[src/rtl/tag_allocator_pkg.sv]
// Constants and encodings shared by the ROB, dispatch and the tag allocator.
package tag_allocator_pkg;

    localparam int ROB_TAG_W = 5;
    localparam int ROB_DEPTH = 32;

    typedef enum logic [1:0] {
        INST_RD_VALID = 2'b00,
        INST_BRANCH   = 2'b01,
        INST_STORE    = 2'b10
    } inst_type_e;

endpackage

[src/rtl/tag_fifo_ptr.sv]
// Head/tail pointers and occupancy count for the tag free-list FIFO.
// Pointers wrap naturally; full/empty come only from the count.
module tag_fifo_ptr
    import tag_allocator_pkg::*;
#(
    parameter int TAG_W = ROB_TAG_W,
    parameter int DEPTH = ROB_DEPTH
) (
    input  logic             clock,
    input  logic             reset,
    input  logic             flush_i,
    input  logic             pop_i,
    input  logic             push_i,
    output logic [TAG_W-1:0] head_o,
    output logic [TAG_W-1:0] tail_o,
    output logic [TAG_W:0]   count_nxt_o,
    output logic             empty_o,
    output logic             full_o
);

    localparam logic [TAG_W:0] FULL_CNT = (TAG_W+1)'(DEPTH);

    logic [TAG_W-1:0] head_q, head_d;
    logic [TAG_W-1:0] tail_q, tail_d;
    logic [TAG_W:0]   count_q, count_d;

    assign empty_o = (count_q == '0);
    assign full_o  = (count_q == FULL_CNT);

    always_comb begin
        head_d  = head_q;
        tail_d  = tail_q;
        count_d = count_q;
        if (flush_i) begin
            head_d  = '0;
            tail_d  = '0;
            count_d = FULL_CNT;
        end else begin
            if (pop_i)  head_d = head_q + 1'b1;
            if (push_i) tail_d = tail_q + 1'b1;
            if (push_i && !pop_i)      count_d = count_q + 1'b1;
            else if (pop_i && !push_i) count_d = count_q - 1'b1;
        end
    end

    always_ff @(posedge clock or posedge reset) begin
        if (reset) begin
            head_q  <= '0;
            tail_q  <= '0;
            count_q <= FULL_CNT;
        end else begin
            head_q  <= head_d;
            tail_q  <= tail_d;
            count_q <= count_d;
        end
    end

    assign head_o      = head_q;
    assign tail_o      = tail_q;
    assign count_nxt_o = count_d;

    a_no_underflow: assert property (@(posedge clock) disable iff (reset)
        !(pop_i && !push_i && empty_o));
    a_no_overflow: assert property (@(posedge clock) disable iff (reset)
        !(push_i && !pop_i && full_o));
    a_count_range: assert property (@(posedge clock) disable iff (reset)
        count_q <= FULL_CNT);

endmodule

[src/rtl/tag_allocator.sv]
// Free-list manager for ROB tags: offers the head tag to dispatch, reclaims
// retired tags, reloads on Flush. Optional TAG_CHECK_EN adds double-free checking.
module tag_allocator
    import tag_allocator_pkg::*;
#(
    parameter int TAG_W = ROB_TAG_W,
    parameter int DEPTH = ROB_DEPTH
) (
    input  logic             clock,
    input  logic             reset,
    input  logic             Alloc_req,
    output logic [TAG_W-1:0] Alloc_tag,
    output logic             Alloc_valid,
    input  logic             Retire_valid,
    input  logic [TAG_W-1:0] Retire_rd_tag,
    input  logic             Flush,
    output logic [TAG_W:0]   Free_count,
`ifdef TAG_CHECK_EN
    output logic             Dup_free_err,
`endif
    output logic             Overflow_err
);

    logic [TAG_W-1:0] mem_q [DEPTH];
    logic [TAG_W-1:0] head, tail;
    logic [TAG_W:0]   count_nxt;
    logic             empty, full;
    logic             alloc, free;
    logic [TAG_W:0]   free_count_q;
    logic             ovf_q;

    assign alloc = Alloc_req & ~empty;

`ifdef TAG_CHECK_EN
    logic [DEPTH-1:0] busy_q, busy_d;
    logic             dup_q, dup_hit;

    // Free is judged against the pre-cycle busy state, so a same-cycle alloc can't legitimize it.
    assign dup_hit = Retire_valid & ~busy_q[Retire_rd_tag];
    assign free    = Retire_valid & ~full & busy_q[Retire_rd_tag];

    always_comb begin
        busy_d = busy_q;
        if (free)  busy_d[Retire_rd_tag] = 1'b0;
        if (alloc) busy_d[head]          = 1'b1;
    end

    always_ff @(posedge clock or posedge reset) begin
        if (reset) begin
            busy_q <= '0;
            dup_q  <= 1'b0;
        end else if (Flush) begin
            busy_q <= '0;
            dup_q  <= 1'b0;
        end else begin
            busy_q <= busy_d;
            dup_q  <= dup_hit;
        end
    end

    assign Dup_free_err = dup_q;
`else
    assign free = Retire_valid & ~full;
`endif

    tag_fifo_ptr #(
        .TAG_W (TAG_W),
        .DEPTH (DEPTH)
    ) u_ptr (
        .clock       (clock),
        .reset       (reset),
        .flush_i     (Flush),
        .pop_i       (alloc),
        .push_i      (free),
        .head_o      (head),
        .tail_o      (tail),
        .count_nxt_o (count_nxt),
        .empty_o     (empty),
        .full_o      (full)
    );

    always_ff @(posedge clock or posedge reset) begin
        if (reset) begin
            for (int i = 0; i < DEPTH; i++) mem_q[i] <= TAG_W'(i);
        end else if (Flush) begin
            for (int i = 0; i < DEPTH; i++) mem_q[i] <= TAG_W'(i);
        end else if (free) begin
            mem_q[tail] <= Retire_rd_tag;
        end
    end

    // Overflow is sticky across Flush; only reset clears it.
    always_ff @(posedge clock or posedge reset) begin
        if (reset) begin
            ovf_q        <= 1'b0;
            free_count_q <= (TAG_W+1)'(DEPTH);
        end else begin
            if (!Flush && Retire_valid && full) ovf_q <= 1'b1;
            free_count_q <= count_nxt;
        end
    end

    assign Alloc_tag    = mem_q[head];
    assign Alloc_valid  = ~empty;
    assign Free_count   = free_count_q;
    assign Overflow_err = ovf_q;

endmodule
[config.mk]
export PLATFORM = sky130hd
export DESIGN_NAME = tag_allocator
export DESIGN_NICKNAME = d
export VERILOG_FILES = /design/src/rtl/tag_allocator_pkg.sv /design/src/rtl/tag_fifo_ptr.sv /design/src/rtl/tag_allocator.sv
export SDC_FILE = /design/constraint.sdc
export NUM_CORES = 1
export LEC_CHECK = 0
export BUFFER_PORTS_ARGS = -buffer_cell sky130_fd_sc_hd__buf_2
export CORE_MARGIN = 1
export CORE_UTILIZATION = 60
export CTS_BUF_LIST = sky130_fd_sc_hd__clkbuf_8
export CTS_CLUSTER_SIZE = 14
export DETAILED_ROUTE_END_ITERATION = 8
export GPL_ROUTABILITY_DRIVEN = 0
export GPL_TIMING_DRIVEN = 0
export PLACE_DENSITY = 0.77
export SLEW_MARGIN = 20
export SYNTH_ARGS = -nofsm -noshare
export SYNTH_HDL_FRONTEND = slang
export SYNTH_SLANG_ARGS = --single-unit
[constraint.sdc]
create_clock -name clock -period 10.5 [get_ports clock]
set_input_delay 0 -clock clock [delete_from_list [all_inputs] [get_ports clock]]
set_output_delay 0 -clock clock [all_outputs]
set_load 0.02 [all_outputs]
==> key figures, run 1 <==
Status
  • Outcome: complete, no violations

Synth
  • Main synth FF type: dfrtp_1
  • Synth Instances: between 900 and 1000
  • Yosys reg bits: 177
  • Mapped cell area: between 0.009 and 0.01 mm2
  • Post-synth top area cell: dfrtp_1
  • Sequential element share of the synthesized area: between 40% and 50%
  • Top cells by area, synth: dfrtp_1 26%, dfstp_2 23%, a211o_1 7.1%
  • Yosys warns: 0
  • Mean Syn Cell Area: 10.3 um2
  • Cell variety after synth: 47
  • Ys async rst share: 100%
  • EDFF count, synth: 0
  • Area share of the largest cell type after synthesis: 26.0%
  • Syn Nets: 921

STA
  • Setup Viol. Count Final: 0
  • Hold Fails Final Rpt: 0
  • Post-route minimum period: 3.36 ns
  • Setup TNS: 0 ns
  • Period utilization: 32.0%
  • Max Fclk: 298 MHz
  • Pins Over Slew Limit: 0
  • Least-Margin Pin Slew: between 0.9 and 1 ns
  • Slew headroom: 38.5%
  • Final setup margin: 7.14 ns
  • RSZ-0062 raised after global routing: false
  • Clock skew: 0.0149 ns

Floorplanning
  • Row Count: 44
  • IO Count: 23
  • Core ar.: 0.0148 mm2
  • Initial Util: 62.6%
  • Die Ht: 126 um
  • Chip width: 126 um
  • Die area: 0.0159 mm2

Worst setup path
  • Worst path cell trace: clkbuf_1, buf_1, buf_2, mux2i_1, a22oi_1, nand3_1, nand3_1, buf_2
  • Crit start category: flip-flop
  • Slowest stage delay, CP: 0.63 ns
  • Worst endpoint required time: 10.50 ns
  • Largest fanout on the critical path: 10
  • WS Path Type: reg2out
  • Worst EP arrival: 3.36 ns
  • CP endpoint kind: output pin
  • CP max-delay cell: buf_1
  • Crit-path leading delay family: buffers and inverters
  • CP Buf/Inv Count: 4

Finish
  • Antenna Cells: 0
  • P&R area growth vs syn: 9.00%
  • Commonest non-fill, non-tap cell in the layout: a21oi_1
  • Post-route insts no fill: around 1100
  • Final #Nets: roughly 970
  • Commonest cells after routing, fill and taps aside: 97 x a21oi_1, 96 x dfrtp_1, 96 x nand2_1
  • Share of layout cells above drive strength 1: between 15 and 20%

Clock network
  • Reg clk slew, reported paths: 0.09 ns
  • Resize count post-CTS: 0
  • Setup Fix Bufs, Post-CTS: 0
  • Root Buffer: clkbuf_8
  • TritonCTS Buffers: 17
  • Clock H-tree levels: 4
  • TritonCTS clock tree: built
  • Clk sinks: between 150 and 200
  • Clk Latency, worst-skew pair: 0.48 ns
  • Clock Path Buffers: 2

Power and ir drop
  • Peak VDD IR: 0.137 mV
  • PwrDens: around 160 mW/mm2
  • Leak: 3.68 nW

Global routing
  • Total gr overflow: 0
  • Antenna violations before repair: 0
  • Largest net degree at the start of global routing: 99
  • GR Util All Layers: 33.9%
  • Vias in the first global route: just over 7000
  • First-pass GRT wire length: roughly 40000 um

Placement
  • PortBufs: 21
  • Dpl cells: 1107
  • Place WS: 7.38 ns
  • HPWL after DPL: 17400 um

Route
  • DR iter-0 viols: 1193
  • Routed wire length: around 26000 um
  • Vias/cell: between 6 and 7
  • Routed vias: approximately 7500
  • DRT Pass-1 Iters: 9
  • Wire length per cell: roughly 22 um
  • DRC: 0
  • ANT nets after route: 0

Run
  • Max-cap violations: 0

Min path
  • Hold WC Path Type: in2reg
-- through the flow --
step | utilization (%) | cell area (um2) | hold WS, ns | total power [mW]
2_1_floorplan | - | 9240 | 0.126 | 1.05
3_3_place_gp | 64.9 | 9580 | 0.280 | 1.16
3_5_place_dp | 65.1 | 9610 | 0.123 | 1.17
4_1_cts | 68.3 | 10100 | 0.0685 | 1.64
5_1_grt | 68.3 | 10100 | 0.0760 | 1.71
6_report | 68.3 | 10100 | 0.0646 | 1.65
-- kinds of logic (layout without fill, tap and decap cells) --
family / count (synthesis) / in the layout / share of synthesized area [%]
xor gates and xnor gates: 10 / 10 / 1.03
AOI/OAI and AO/OA: 274 / 274 / 19.2
DFF: 177 / 177 / 49.0
muxes: 73 / 73 / 11.3
and+or+nand+nor: 276 / 276 / 14.5
buffers and inverters: 81 / 142 / 3.60
adders and majority gates: 10 / 10 / 1.44
-- sequential cells by signal (all words and copies together) (netlist names) --
name           flops
Overflow_err       1
mem_q            160
u_ptr.head_o       5
u_ptr.count_q      6
u_ptr.tail_o       5
-- worst paths after layout --
kind | start | to | slack, ns | depth (start not counted)
max | u_ptr.head_o[1]$_DFFE_PP0P_ | Alloc_tag[1] | 7.14 | 8
min | Retire_valid | u_ptr.tail_o[0]$_DFFE_PP0P_ | 0.06 | 4
max reg2reg | u_ptr.count_q[0]$_DFFE_PP0P_ | u_ptr.count_q[5]$_DFFE_PP1P_ | 7.34 | 11
min reg2reg | Overflow_err$_DFFE_PP0P_ | Overflow_err$_DFFE_PP0P_ | 0.47 | 1
max in group asynchronous | reset | mem_q[106]$_DFFE_PP1P_ | 9.43 | 4
min in group asynchronous | reset | u_ptr.count_q[1]$_DFFE_PP0P_ | 0.15 | 3
-- final cells by class --
| cell class | instances | area (um2) |
|---|---|---|
| inverters | 7 | 33.8 |
| well taps | 184 | 230 |
| fillers | 1138 | 4680 |
| clock buffers | 20 | 275 |
| flip-flops and latches | 177 | 4530 |
| clock inverters | 12 | 116 |
| plain buffers | 74 | 307 |
| multi-input cells | 643 | 4380 |
| repair buffers | 29 | 203 |
-- cells in the mapped netlist, types with 5 or more instances --
cell type and n:
a21oi_1 97, dfrtp_1 96, nand2_1 96, dfstp_2 81, nor2b_1 79, o21ai_0 79, a211o_1 75, nor2_1 61
clkbuf_1 51, mux2i_1 48, mux4_2 25, nand3_1 17, a22oi_1 10, buf_2 10, buf_1 9, ha_1 9
inv_1 7, xnor2_1 5
-- where the power goes --
part	leakage, nW	switching (mW)	internal, mW
registers	2.18	0.0243	0.711
clock network	0.212	0.249	0.227
logic	1.29	0.282	0.155
total	3.68	0.555	1.09
-- routing by layer --
metal,vias to the layer above,wire length (um),global-route usage [%]
li1,3295,-,-
met3,74,2550,6.71
met5,-,0,0
met1,3723,10700,48.7
met4,0,909,13.2
met2,457,11500,50.9
-- worst reg2reg max path: stages (launching register included) --
cell and delay [ns]:
dfrtp_1 0.46, or4_4 0.56, buf_6 0.17, o31ai_4 0.29
and2_4 0.24, inv_1 0.09, ha_1 0.31, a211oi_1 0.24
o21bai_1 0.10, a21oi_1 0.19, mux2i_1 0.25, mux2i_1 0.21
-- repair_timing --
item / in CTS / in global routing
endpoints found under the hold margin: 90 / 0
setup endpoints to repair: 0 / 0
hold buffers: 7 / 0
No activity file was read; power rests on OpenSTA's default activity.
==> inputs of run 2 (changes only) <==
ABC_AREA = 1   (was not set)
clock period = 3.39 ns   (was 10.5 ns; I/O delays follow)
==> run 2 against run 1 <==
  * Sequential power rose to 3.3 times the previous value
  * Critical endpoint is now Alloc_tag[4]
  * Highest routed layer unchanged
  * Critical path type unchanged
  * Combinational power rose to 3.6 times the previous value
  * Count of clock-buffer cells in the layout down 2
==> key figures, run 2 <==
Status
  • Outcome: complete, no violations

Clock network
  • TritonCTS Buffers: 17 (unchanged)
  • Reg clk slew, reported paths: 0.09 ns (about the same)
  • Root Buffer: clkbuf_8
  • Clock H-tree levels: 4 (unchanged)
  • Clk sinks: 177 (unchanged)
  • Setup Fix Bufs, Post-CTS: 0 (unchanged)
  • Clock Path Buffers: 2 (unchanged)
  • Clk Latency, worst-skew pair: 0.49 ns (about the same)
  • TritonCTS clock tree: built

Power and ir drop
  • Sw power: 2.01 mW (+260%)
  • P_int: 3.47 mW (+220%)
  • Clock power frac: 26.9% (-2.0 points)
  • Switch share: 36.7% (+3.0 points)
  • Comb pwr share: 29.1% (+2.5 points)
  • PwrDens: 539 mW/mm2 (+230%)
  • Sequential share of power: 44.0% (-0.6 points)
  • Peak VDD IR: 0.490 mV (+260%)
  • Leak: 4.25 nW (+15%)
  • Final Total Pwr: 5.48 mW (+230%)

Synth
  • Synth Instances: 1038 (+15%)
  • Mapped cell area: 0.00924 mm2 (about the same)
  • Area share of the largest cell type after synthesis: 26.0% (about the same)
  • Ys async rst share: 100% (unchanged)
  • Top cells by area, synth: dfrtp_1 26%, dfstp_2 23%, o21ai_0 6.5%
  • Post-synth top area cell: dfrtp_1
  • Most frequent cells after synthesis: 135 x nor2_1, 120 x o21ai_0, 103 x a21oi_1, 100 x nand2_1, 96 x dfrtp_1
  • Count leader, synth: nor2_1
  • Yosys warns: 0 (unchanged)
  • EDFF count, synth: 0 (unchanged)
  • Sequential element share of the synthesized area: 49.0% (about the same)
  • Yosys reg bits: 177 (unchanged)
  • Mean Syn Cell Area: 8.90 um2 (-13%)
  • Cell variety after synth: 38 (-19%)
  • Main synth FF type: dfrtp_1
  • Syn Nets: 1058 (+15%)

Finish
  • Antenna Cells: 0 (unchanged)
  • Share of layout cells above drive strength 1: 21.1% (+1.5 points)
  • Largest Register: mem_q
  • Final Util: 68.8% (+0.56 points)
  • Max reg flops: 160 (unchanged)
  • FILL cells: 1211 (+6.4%)
  • Commonest non-fill, non-tap cell in the layout: nor2_1
  • Final #Nets: 1112 (+15%)
  • Largest regs: mem_q: 160 flops, u_ptr.count_q: 6 flops
  • Layout Cell Area excl Fill: 0.0102 mm2 (+0.82%)
  • P&R area growth vs syn: 9.93%
  • Commonest cells after routing, fill and taps aside: 135 x nor2_1, 120 x o21ai_0, 103 x a21oi_1

Worst setup path
  • Reg-to-Reg End: u_ptr.count_q[5]$_DFFE_PP1P_
  • Crit start category: flip-flop
  • Worst EP arrival: 2.85 ns (-0.51 ns)
  • WS Path Type: reg2out
  • Worst endpoint required time: 3.39 ns (-7.11 ns)
  • Setup slack, reg-to-reg: 1.00 ns (-6.34 ns)
  • Largest fanout on the critical path: 10 (unchanged)
  • Worst reg2reg path startpoint: u_ptr.count_q[1]$_DFFE_PP0P_
  • CP endpoint kind: output pin
  • Worst r2r path cells: 11 (unchanged)

STA
  • Period utilization: 84.2%
  • Least-Margin Pin Slew: 0.926 ns (+0.00680 ns)
  • RSZ-0062 raised after global routing: false
  • Pins Over Slew Limit: 0 (unchanged)
  • Slew headroom: 38.0% (-0.45 points)
  • Hold Fails Final Rpt: 0 (unchanged)
  • Setup TNS: 0 ns (unchanged)
  • Max Fclk: roughly 350 MHz
  • Setup Viol. Count Final: 0 (unchanged)
  • Post-route minimum period: 2.85 ns
  • Clock skew: 0.0143 ns (-0.000605 ns)
  • Final setup margin: 0.537 ns (-6.60 ns)

Route
  • DRT Pass-1 Iters: 5 (-4)
  • DRC: 0 (unchanged)
  • Vias/cell: 6.37 (-3.2%)
  • Routed vias: 8216 (+8.8%)
  • ANT nets after route: 0 (unchanged)
  • Routed wire length: 28100 um (+9.1%)
  • DR iter-0 viols: 1109 (-7.0%)
  • Wire length per cell: 21.8 um (-3.0%)

Placement
  • HPWL after DPL: 19900 um (+15%)
  • Placed Instance Area: 0.00968 mm2 (+0.69%)
  • Place WS: 1.03 ns (-6.35 ns)
  • PortBufs: 21 (unchanged)

Global routing
  • GR Util All Layers: 37.0% (+3.1 points)
  • Vias in the first global route: 7739 (+7.1%)
  • Largest net degree at the start of global routing: 36 (-64%)
  • First-pass GRT wire length: 43500 um (+7.4%)
  • Busiest layer in global routing: met2
  • Met3 GRT Util: 9.01% (+2.3 points)
  • Total gr overflow: 0 (unchanged)
  • Met1 Use GR: 48.7% (-0.066 points)
  • Antenna violations before repair: 0 (unchanged)
  • M2 GR Usage: 56.6% (+5.7 points)

Floorplanning
  • Row Count: 44 (unchanged)
  • Initial Util: 62.6% (about the same)
  • IO Count: 23 (unchanged)
  • Core ar.: 0.0148 mm2 (unchanged)
  • Die Ht: 126 um (about the same)
  • Chip width: 126 um (about the same)
  • Die area: 0.0159 mm2 (about the same)

Run
  • Max-cap violations: 0 (unchanged)

Min path
  • Hold WC Path Type: in2async
-- run 2: cell count changes after synthesis, sizes merged, moves of 10 or more --
cell | before | now
o211ai | 4 | 24
o21ai | 79 | 128
a211o | 75 | 0
clkbuf | 52 | 34
a22oi | 10 | 0
mux2i | 48 | 0
nand3 | 17 | 82
mux4 | 25 | 0
nand2 | 96 | 127
inv | 7 | 86
o22ai | 0 | 48
nor2 | 62 | 140
nand4 | 2 | 37
nor2b | 79 | 0
-- run 2: cell families after synthesis --
family                     count (synthesis)  synth area share (%)
AOI/OAI and AO/OA                        306                  18.0
and+or+nand+nor                          393                  24.3
DFF                                      177                  49.0
adders and majority gates                 10                  1.44
xor gates and xnor gates                   3                 0.284
buffers and inverters                    149                  6.96
-- run 2: critical path: stages, from the launching register on --
cell and delay, ns:
dfrtp_1 0.36, clkbuf_1 0.31, clkbuf_1 0.66, o211ai_1 0.25
nand3_1 0.14, nand3_1 0.17, nand4_1 0.18, nand2_1 0.09
inv_1 0.05, buf_2 0.15
-- run 2: worst max path at each step --
stage | startpoint | to | slack [ns]
after floorplan | u_ptr.count_q[1]$_DFFE_PP0P_ | u_ptr.count_q[5]$_DFFE_PP1P_ | 1.08
after global placement | reset | mem_q[55]$_DFFE_PP0P_ | 0.1
after detailed placement | u_ptr.count_q[1]$_DFFE_PP0P_ | u_ptr.count_q[5]$_DFFE_PP1P_ | 1.03
after CTS | u_ptr.head_o[0]$_DFFE_PP0P_ | Alloc_tag[1] | 0.65
after global routing | u_ptr.head_o[1]$_DFFE_PP0P_ | Alloc_tag[2] | 0.48
final | u_ptr.head_o[1]$_DFFE_PP0P_ | Alloc_tag[4] | 0.54
-- run 2: power by group through the flow --
| stage | clock, mW | combinational (mW) | sequential (mW) |
|---|---|---|---|
| 6_report | 1.47 | 1.59 | 2.41 |
| 5_1_grt | 1.55 | 1.72 | 2.43 |
| 4_1_cts | 1.46 | 1.56 | 2.41 |
| 3_5_place_dp | 0 | 1.54 | 2.45 |
| 2_1_floorplan | 0 | 1.06 | 2.47 |
| 3_3_place_gp | 0 | 1.50 | 2.44 |
-- run 2: area by class of cell --
class,instances,area (um2),area share [%]
plain buffers,60,308,3.03
clock buffers,18,248,2.44
clock inverters,14,140,1.38
inverters,89,339,3.34
multi-input cells,712,4070,40.0
flip-flops and latches,177,4530,44.6
well taps,184,230,2.27
repair buffers,35,295,2.91
-- run 2: per-layer routing --
| metal | up-vias | share of wire [%] |
|---|---|---|
| met5 | - | 0 |
| met4 | 0 | 5.2 |
| met3 | 121 | 11 |
| met2 | 511 | 45 |
| met1 | 3911 | 40 |
| li1 | 3673 | - |
-- run 2: timing repair --
action,CTS,global route
resized for setup,0,0
endpoints found under the hold margin,108,0
hold buffers,9,0
-- run 2: stage by stage --
stage / hold WS (ns) / std cells
global placement: 0.307 / 1243
CTS: 0.0951 / 1289
finish: 0.0937 / 1289
global route: 0.133 / 1289
floorplan: 0.159 / 1038
detailed placement: 0.0468 / 1248
